<file path="config.mk">
export PLATFORM = sky130hd
export DESIGN_NAME = disaggregator_flat
export DESIGN_NICKNAME = d
export VERILOG_FILES = /design/src/rtl/disaggregator_pkg.sv /design/src/rtl/disaggregator_if.sv /design/src/rtl/disaggregator.sv /design/src/flat_wrapper.sv
export SDC_FILE = /design/constraint.sdc
export NUM_CORES = 1
export LEC_CHECK = 0
export CAP_MARGIN = 20
export CORE_MARGIN = 8
export CORE_UTILIZATION = 30
export CTS_BUF_LIST = sky130_fd_sc_hd__clkbuf_2
export CTS_CLUSTER_DIAMETER = 100
export CTS_CLUSTER_SIZE = 28
export DETAILED_ROUTE_END_ITERATION = 10
export PLACE_DENSITY = 0.61
export SETUP_SLACK_MARGIN = 0.2
export SLEW_MARGIN = 25
export SYNTH_ARGS = -nofsm -noshare
export SYNTH_HDL_FRONTEND = slang
export SYNTH_SLANG_ARGS = --single-unit
</file>
<file path="constraint.sdc">
create_clock -name clk -period 7.2 [get_ports clk]
set_clock_uncertainty 0.2 [all_clocks]
set_input_delay 1.44 -clock clk [delete_from_list [all_inputs] [get_ports clk]]
set_output_delay 1.44 -clock clk [all_outputs]
set_load 0.02 [all_outputs]
</file>
<file path="src/rtl/disaggregator_pkg.sv">
// Shared types and helpers for the disaggregator.
// Lane select and fetch-width clamp used by the datapath.
package disagg_pkg;
    localparam int DATA_WIDTH  = 8;
    localparam int FETCH_WIDTH = 6;
    localparam int FW_BITS     = $clog2(FETCH_WIDTH + 1);
    localparam int WORD_W      = DATA_WIDTH * FETCH_WIDTH;

    typedef enum logic {
        IDLE = 1'b0,
        SEND = 1'b1
    } state_t;

    function automatic logic [DATA_WIDTH-1:0] lane(input logic [WORD_W-1:0]  word,
                                                   input logic [FW_BITS-1:0] idx);
        logic [DATA_WIDTH-1:0] sel;
        sel = '0;
        for (int i = 0; i < FETCH_WIDTH; i++) begin
            if (idx == FW_BITS'(i)) sel = word[i*DATA_WIDTH +: DATA_WIDTH];
        end
        return sel;
    endfunction

    // Zero or anything wider than the word means "all lanes".
    function automatic logic [FW_BITS-1:0] clamp_width(input logic [FW_BITS-1:0] w);
        if (w == '0 || w > FW_BITS'(FETCH_WIDTH)) return FW_BITS'(FETCH_WIDTH);
        return w;
    endfunction
endpackage

</file>
<file path="src/rtl/disaggregator_if.sv">
// Wide-in / narrow-out FIFO handshake bundle plus the fetch-width control pair.
interface disagg_if;
    import disagg_pkg::*;

    logic [WORD_W-1:0]     sender_data;
    logic                  sender_empty_n;
    logic                  sender_deq;
    logic [DATA_WIDTH-1:0] receiver_data;
    logic                  receiver_full_n;
    logic                  receiver_enq;
    logic                  change_fetch_width;
    logic [FW_BITS-1:0]    input_fetch_width;

    modport slave (
        input  sender_data, sender_empty_n, receiver_full_n,
        input  change_fetch_width, input_fetch_width,
        output sender_deq, receiver_data, receiver_enq
    );

    modport master (
        output sender_data, sender_empty_n, receiver_full_n,
        output change_fetch_width, input_fetch_width,
        input  sender_deq, receiver_data, receiver_enq
    );
endinterface

</file>
<file path="src/rtl/disaggregator.sv">
// Splits one wide FWFT word into width_active narrow words, lane 0 first; 1 cycle deq->first enq.
// Stalls on receiver_full_n low; next word is popped on the last lane's fire with no bubble.
module disaggregator
    import disagg_pkg::*;
(
    input  logic    clk,
    input  logic    rst_n,
    disagg_if.slave bus
);
    state_t                r_state;
    state_t                w_state_nxt;
    logic [WORD_W-1:0]     r_word;
    logic [FW_BITS-1:0]    r_idx;
    logic [FW_BITS-1:0]    r_width;
    logic [FW_BITS-1:0]    r_pend_w;
    logic                  r_pend_vld;
    logic [DATA_WIDTH-1:0] r_hold;

    logic                  w_fire;
    logic                  w_last_fire;
    logic                  w_load;
    logic                  w_apply;
    logic [DATA_WIDTH-1:0] w_lane;

    assign w_lane      = lane(r_word, r_idx);
    assign w_fire      = (r_state == SEND) && bus.receiver_full_n;
    assign w_last_fire = w_fire && (r_idx == r_width - FW_BITS'(1));
    // rst_n gate keeps the pop quiet while the register state is forced.
    assign w_load      = rst_n && bus.sender_empty_n && ((r_state == IDLE) || w_last_fire);
    assign w_apply     = w_load || (r_state == IDLE);

    assign bus.sender_deq    = w_load;
    assign bus.receiver_enq  = w_fire;
    assign bus.receiver_data = (r_state == SEND) ? w_lane : r_hold;

    always_comb begin
        w_state_nxt = r_state;
        if (w_load)
            w_state_nxt = SEND;
        else if (w_last_fire)
            w_state_nxt = IDLE;
    end

    always_ff @(posedge clk or negedge rst_n) begin
        if (!rst_n) begin
            r_state    <= IDLE;
            r_word     <= '0;
            r_idx      <= '0;
            r_width    <= FW_BITS'(FETCH_WIDTH);
            r_pend_w   <= '0;
            r_pend_vld <= 1'b0;
            r_hold     <= '0;
        end else begin
            r_state <= w_state_nxt;

            if (w_load) begin
                r_word <= bus.sender_data;
                r_idx  <= '0;
            end else if (w_last_fire) begin
                r_idx  <= '0;
            end else if (w_fire) begin
                r_idx  <= r_idx + FW_BITS'(1);
            end

            if (w_fire) r_hold <= w_lane;

            // A request arriving with a load is kept for the following word.
            if (w_apply && r_pend_vld) r_width <= r_pend_w;

            if (bus.change_fetch_width) begin
                r_pend_w   <= clamp_width(bus.input_fetch_width);
                r_pend_vld <= 1'b1;
            end else if (w_apply) begin
                r_pend_vld <= 1'b0;
            end
        end
    end
endmodule

</file>
<file path="src/flat_wrapper.sv">
// flat-port wrapper written by rule: the top's interface ports become plain ports
module disaggregator_flat import disagg_pkg::*;
  (clk, rst_n, bus_sender_data, bus_sender_empty_n, bus_receiver_full_n, bus_change_fetch_width, bus_input_fetch_width, bus_sender_deq, bus_receiver_data, bus_receiver_enq);
  disagg_if bus_i ();
  input  logic clk;
  input  logic rst_n;
  input wire logic [$bits(bus_i.sender_data)-1:0] bus_sender_data;
  input wire logic [$bits(bus_i.sender_empty_n)-1:0] bus_sender_empty_n;
  input wire logic [$bits(bus_i.receiver_full_n)-1:0] bus_receiver_full_n;
  input wire logic [$bits(bus_i.change_fetch_width)-1:0] bus_change_fetch_width;
  input wire logic [$bits(bus_i.input_fetch_width)-1:0] bus_input_fetch_width;
  output wire logic [$bits(bus_i.sender_deq)-1:0] bus_sender_deq;
  output wire logic [$bits(bus_i.receiver_data)-1:0] bus_receiver_data;
  output wire logic [$bits(bus_i.receiver_enq)-1:0] bus_receiver_enq;
  assign bus_i.sender_data = bus_sender_data;
  assign bus_i.sender_empty_n = bus_sender_empty_n;
  assign bus_i.receiver_full_n = bus_receiver_full_n;
  assign bus_i.change_fetch_width = bus_change_fetch_width;
  assign bus_i.input_fetch_width = bus_input_fetch_width;
  assign bus_sender_deq = bus_i.sender_deq;
  assign bus_receiver_data = bus_i.receiver_data;
  assign bus_receiver_enq = bus_i.receiver_enq;
  disaggregator u_core (.clk(clk), .rst_n(rst_n), .bus(bus_i));
endmodule
</file>
==> results of run 1 <==
-- report_power, final --
| part | switching, W | internal [W] |
|---|---|---|
| clock | 0.000131 | 0.0000787 |
| sequential | 0.000123 | 0.000552 |
| combinational | 0.000449 | 0.000462 |
-- stage by stage --
step           setup WS (ns)  hold WS [ns]  cell area (µm²)  cells  total power (W)
6_report                1.92         0.331             4240    510          0.00180
4_1_cts                 1.90         0.336             4240    509          0.00181
2_1_floorplan           3.24         0.273             3390    301          0.00130
3_3_place_gp            1.93         0.292             4130    493          0.00158
3_5_place_dp            1.91         0.297             4130    493          0.00161
5_1_grt                 1.76         0.353             4240    510          0.00193
-- sequential cells by signal, indices dropped and copies added (netlist names) --
name,count
u_core.r_idx,3
u_core.r_word,48
u_core.r_pend_vld,1
u_core.r_width,3
u_core.r_state,1
u_core.r_pend_w,3
u_core.r_hold,8
-- synthesized netlist by cell type --
| cell type | n |
|---|---|
| nand3_1 | 2 |
| o21ba_2 | 1 |
| buf_1 | 2 |
| dfrtp_1 | 65 |
| inv_1 | 22 |
| clkinv_1 | 1 |
| mux2_4 | 9 |
| clkbuf_1 | 11 |
| ha_1 | 6 |
| nor3b_1 | 8 |
| xnor3_1 | 1 |
| o2bb2ai_1 | 1 |
| or2_2 | 1 |
| nor2_1 | 14 |
| dfstp_2 | 2 |
| a21oi_1 | 18 |
| buf_4 | 3 |
| o211ai_1 | 1 |
| nand2_1 | 22 |
| nand2b_1 | 1 |
| o21ai_0 | 10 |
| buf_2 | 1 |
| buf_6 | 1 |
| a21oi_4 | 1 |
| a221o_1 | 8 |
| xor2_1 | 2 |
| mux2_2 | 41 |
| mux2i_1 | 1 |
| nand4_4 | 1 |
| a32o_1 | 1 |
| buf_12 | 1 |
| nor2b_1 | 16 |
| and2_1 | 1 |
| o22ai_1 | 17 |
| a221oi_1 | 8 |
-- routing by layer --
metal / vias up / part of all wire (%) / global-route usage [%]
li1: 1185 / - / -
met1: 1149 / 48 / 15.3
met2: 51 / 45 / 17.0
met3: 14 / 4.6 / 2.71
met4: 0 / 2.5 / 5.79
met5: - / 0 / 0
-- kinds of logic (layout without fill, tap and decap cells) --
logic type               Yosys count  count (layout)  share of synthesized area [%]
AO/OA/AOI/OAI                     66              66                           13.3
XOR/XNOR                           3               3                           1.18
adder cells (fa/ha/maj)            6               6                           2.21
buffers and inverters             42             107                           5.72
flip-flops                        67              67                           49.5
multiplexers                      51              51                           17.9
other                              0               1                              0
AND/OR/NAND/NOR                   66              66                           10.2
-- final timing paths --
check / startpoint / to / slack (ns) / cells past startpoint
max in group asynchronous: rst_n / u_core.r_word[34]$_DFFE_PN0P_ / 5.30 / 2
max: bus_receiver_full_n / bus_sender_deq / 1.92 / 5
max reg2reg: u_core.r_state$_DFFE_PN0P_ / u_core.r_word[31]$_DFFE_PN0P_ / 3.89 / 5
min in group asynchronous: rst_n / u_core.r_pend_w[1]$_DFFE_PN0P_ / 0.94 / 2
min reg2reg: u_core.r_word[11]$_DFFE_PN0P_ / u_core.r_word[11]$_DFFE_PN0P_ / 0.33 / 1
min: u_core.r_word[11]$_DFFE_PN0P_ / u_core.r_word[11]$_DFFE_PN0P_ / 0.33 / 1
-- layout make-up --
cell class | count | area (µm²)
well taps | 143 | 179
clock buffers | 10 | 50.0
repair buffers | 68 | 668
multi-input cells | 192 | 1520
clock inverters | 6 | 56.3
fillers | 1137 | 6990
diodes | 1 | 2.50
flip-flops and latches | 67 | 1680
inverters | 23 | 86.3
-- worst max-delay path: stages --
cell and delay [ns]:
clkdlybuf4s50_1 0.46, and2_1 0.59, nand4_4 0.25, a21oi_4 0.25, clkdlybuf4s50_1 0.64
==> flow_metrics.tcl, run 1 <==
set metrics [dict create \
    status "finished clean" \
    die_y_um 122 \
    postRouteWirelength_um 8160 \
    cts_repair_resize_count 0 \
    yosysWarningCount 0 \
    drt_first_pass_iters 4 \
    cts.clk_slew.worst_paths_ns 0.17 \
    netlist.top_cell.by_area "dfrtp_1" \
    power_density_over_cell_area_mw_per_mm2 424 \
    synth_cells 301 \
    worst-setup-path-type "in2out" \
    yosysUniqueCellTypes 35 \
    core_area_mm2 0.0112 \
    num_vias 2399 \
    final_common_cell "dfrtp_1" \
    i_o_pin_count 66 \
    finalMaxSlewViolations 0 \
    root_buffer "clkbuf_2" \
    start_util_pct 30.2 \
    cts_num_sinks 67 \
    htree_levels 3 \
    detail_route.iter0.violations 130 \
    drc_violations_left 0 \
    layout.cells.most_common_list "dfrtp_1 (65), clkdlybuf4s50_1 (64), mux2_2 (41), inv_1 (22), nand2_1 (22)" \
    fin_util_pct 37.8 \
    setup_total_negative_slack_ns 0 \
    die_area_mm2 0.0150 \
    vdd.ir_drop.worst_mv 0.256 \
    number_of_synthesized_register_bits 67 \
    cts_tree "built" \
    fp.dieW_um 122 \
    syn_area_per_cell_um2 11.3 \
    synth_fp_nets 363 \
    clk-insertion-delay-late_ns 0.50 \
    syn2layout_area_growth_pct 25.0 \
    globalplace.congestion 0.811 \
    cp-end-kind "output pin" \
    cts_max_path_buffers 2 \
    synthDominantCellAreaShare_pct 48.0 \
    tightestPinTransition_ns 0.861 \
    layout_worst_path_cycle_share_pct 73.3 \
    hold_crit_path_type "reg2reg" \
    cp_data_required_time_ns 5.56 \
    finalWorstPathRequiredPeriod_ns 5.28 \
    first_global_vias 2542 \
    worst-path-max-fanout 21 \
    grt_max_degree 69 \
    hold_violations 0 \
    io_buffer_count 65 \
    rows 39 \
    antenna_violating_nets_post_route 0 \
    report.final.setup_viol 0 \
    detailed_place_hpwl_um 6230 \
    drive_gt1_share_pct 20.5 \
    detail_route.wl_per_cell_um 16.0 \
    sequential_to_total_area_share_from_yosys_stat_pct 49.5 \
    slew-limit-headroom_pct 42.6 \
    mappedNetlistArea_mm2 0.00339 \
    drv.max_cap_violation_count 0 \
    viasPerCell 4.70 \
    grt_antenna_before_repair 1 \
    post_cts.repair.setup_buffers 0 \
    global_route_wire_length_before_repair_um 13300 \
    rsz0062_at_grt "no" \
    clock.fmax_ghz 0.189 \
    start_kind "input pin" \
    grt_usage_pct 11.4 \
    gr-total-overflow 0 \
    holdBufCountCts 0 \
    p_leak_nw 1.82 \
    cts_made_buffers 9 \
    nets 423 \
    top_post_synthesis_cells_by_area "dfrtp_1 (48%), mux2_2 (14%), mux2_4 (4.0%)" \
    critical_path_arrival_ns 3.64 \
]
Power figures use the tool's default switching activity.
==> inputs of run 2 (changes only) <==
clock period = 5.1 ns   (was 7.2 ns; I/O delays follow)
==> flow_metrics.tcl, run 2 (synthesis gave the netlist of run 1 again) <==
set metrics [dict create \
    status "finished clean" \
    seqCellArea_mm2 0.00168 \
    gr-total-overflow 0 \
    power_frac_seq_pct 38.5 \
    cts_tree "built" \
    power_w 0.00249 \
    grt_antenna_before_repair 0 \
    cellInternalPower_w 0.00150 \
    gate_family_responsible_for_the_most_delay_along_the_worst_path "buffers and inverters" \
    finalWorstPathRequiredPeriod_ns 4.50 \
    grt_usage_pct 11.6 \
    wl_met3_um 545 \
    cts_num_sinks 67 \
    slew-limit-headroom_pct 44.6 \
    drive_gt1_share_pct 20.2 \
    num_vias 2433 \
    p_switching_w 0.000986 \
    worst_path_largest_cell_delay_ns 0.66 \
    crit_chain "clkinv_1, ha_1, or2_2, a21oi_1, a221oi_1, o22ai_1, clkdlybuf4s50_1" \
    hold_slack_ns 0.318 \
    cts_made_buffers 9 \
    grt_max_degree 69 \
    cp-end-kind "output pin" \
    antenna_violating_nets_post_route 0 \
    viasPerCell 4.76 \
    htree_levels 3 \
    power_density_over_cell_area_mw_per_mm2 590 \
    final_common_cell "dfrtp_1" \
    report.final.setup_viol 0 \
    global_route_wire_length_before_repair_um 13600 \
    cts.clk_slew.worst_paths_ns 0.17 \
    vdd.ir_drop.worst_mv 0.285 \
    globalplace.congestion 0.861 \
    rows 39 \
    share_comb_of_total_power_pct 51.9 \
    start_util_pct 30.2 \
    detail_route.iter0.violations 136 \
    tightestPinTransition_ns 0.832 \
    power.clock.fraction_pct 9.6 \
    i_o_pin_count 66 \
    io_buffer_count 65 \
    largest_register_ff_count 48 \
    drt_first_pass_iters 4 \
    hold_violations 0 \
    core_area_mm2 0.0112 \
    first_global_vias 2557 \
    wirelength_met1_um 3910 \
    die_y_um 122 \
    detail_route.wl_per_cell_um 16.3 \
    rsz0062_at_grt "no" \
    die_area_mm2 0.0150 \
    multiInputGateArea_mm2 0.00152 \
    layout.cells.most_common_list "dfrtp_1 (65), clkdlybuf4s50_1 (64), mux2_2 (41), inv_1 (22), nand2_1 (22)" \
    fp.dieW_um 122 \
    drc_violations_left 0 \
    critical_path_arrival_ns 3.28 \
    detailed_place_hpwl_um 6330 \
    setup_total_negative_slack_ns 0 \
    root_buffer "clkbuf_2" \
    worst-setup-path-type "reg2out" \
    p_leak_nw 1.81 \
    postRouteWirelength_um 8340 \
    finalMaxSlewViolations 0 \
    clk-insertion-delay-late_ns 0.48 \
    biggestRegsByFlops "u_core.r_word (48), u_core.r_hold (8)" \
    top_signal_layer_used "met4" \
    drv.max_cap_violation_count 0 \
    hold_crit_path_type "reg2reg" \
    worst-path-max-fanout 12 \
    clock.fmax_ghz 0.222 \
    switching_share_of_total_power_pct 39.7 \
    cpMaxStageDelayCell "clkdlybuf4s50_1" \
    post_cts.repair.setup_buffers 0 \
    layout_worst_path_cycle_share_pct 88.3 \
    start_kind "flop" \
    met2_length_um 3790 \
    layout_fillers 1139 \
    cts_max_path_buffers 2 \
    nets 424 \
    cp_data_required_time_ns 3.88 \
    syn2layout_area_growth_pct 24.4 \
    regMostFlops "u_core.r_word" \
    critical_path_buf_inv_count 2 \
]
[run 2: cell count changes in the layout (fill, tap and decap cells not counted), sizes merged]
cell and delta:
clkbuf +1, clkinvlp -1, buf +1, bufinv -1, clkinv +1
[run 2: final timing paths]
check / from / end / slack, ns / depth (start not counted)
setup / recovery: u_core.r_idx[2]$_DFFE_PN0P_ / bus_receiver_data[2] / 0.60 / 7
hold / removal: u_core.r_word[3]$_DFFE_PN0P_ / u_core.r_word[3]$_DFFE_PN0P_ / 0.32 / 1
setup reg to reg: u_core.r_state$_DFFE_PN0P_ / u_core.r_word[27]$_DFFE_PN0P_ / 2.10 / 6
hold reg to reg: u_core.r_word[3]$_DFFE_PN0P_ / u_core.r_word[3]$_DFFE_PN0P_ / 0.32 / 1
max in group asynchronous: rst_n / u_core.r_word[33]$_DFFE_PN0P_ / 3.63 / 2
min in group asynchronous: rst_n / u_core.r_pend_w[1]$_DFFE_PN0P_ / 0.54 / 2
[run 2: area by class of cell]
| type | count | area share (%) |
|---|---|---|
| diodes | 1 | 0.0593 |
| clock buffers | 11 | 1.31 |
| clock inverters | 5 | 0.475 |
| inverters | 23 | 2.05 |
| multi-input cells | 192 | 36.0 |
| flip-flops and latches | 67 | 39.8 |
| well taps | 143 | 4.24 |
| repair buffers | 69 | 16.0 |
[run 2: worst register-to-register path, delay by kind of cell, from the launching register on]
kind,cells,cell delay [ns]
and+or+nand+nor,2,0.41
DFF,1,0.85
buffers and inverters,2,0.81
AOI/OAI and AO/OA,1,0.22
muxes,1,0.43
[run 2: timing repair]
item / in CTS / in global routing
gates resized for setup: 0 / 1
endpoints found under the setup margin: 0 / 8
hold buffers: 0 / 0
[run 2: layer usage]
layer / up-vias / global-route usage (%)
met2: 62 / 17.5
li1: 1185 / -
met4: 0 / 3.66
met3: 6 / 3.91
met1: 1180 / 15.5
met5: - / 0
[run 2: power groups by stage]
stage	registers [W]	logic, W	clock network (W)
after floorplan	0.000890	0.000943	0
after global placement	0.000966	0.00128	0
after detailed placement	0.000971	0.00130	0
after CTS	0.000958	0.00130	0.000247
after global routing	0.000995	0.00141	0.000273
final	0.000958	0.00129	0.000238
[run 2: through the flow]
| step | setup slack, ns | std cells | utilization, % | area [µm²] |
|---|---|---|---|---|
| floorplan | 1.63 | 301 | - | 3390 |
| global placement | 0.947 | 494 | 36.9 | 4140 |
| detailed placement | 0.898 | 494 | 36.9 | 4140 |
| CTS | 0.311 | 510 | 37.5 | 4210 |
| global route | 0.298 | 510 | 37.5 | 4210 |
| finish | 0.598 | 511 | 37.6 | 4220 |
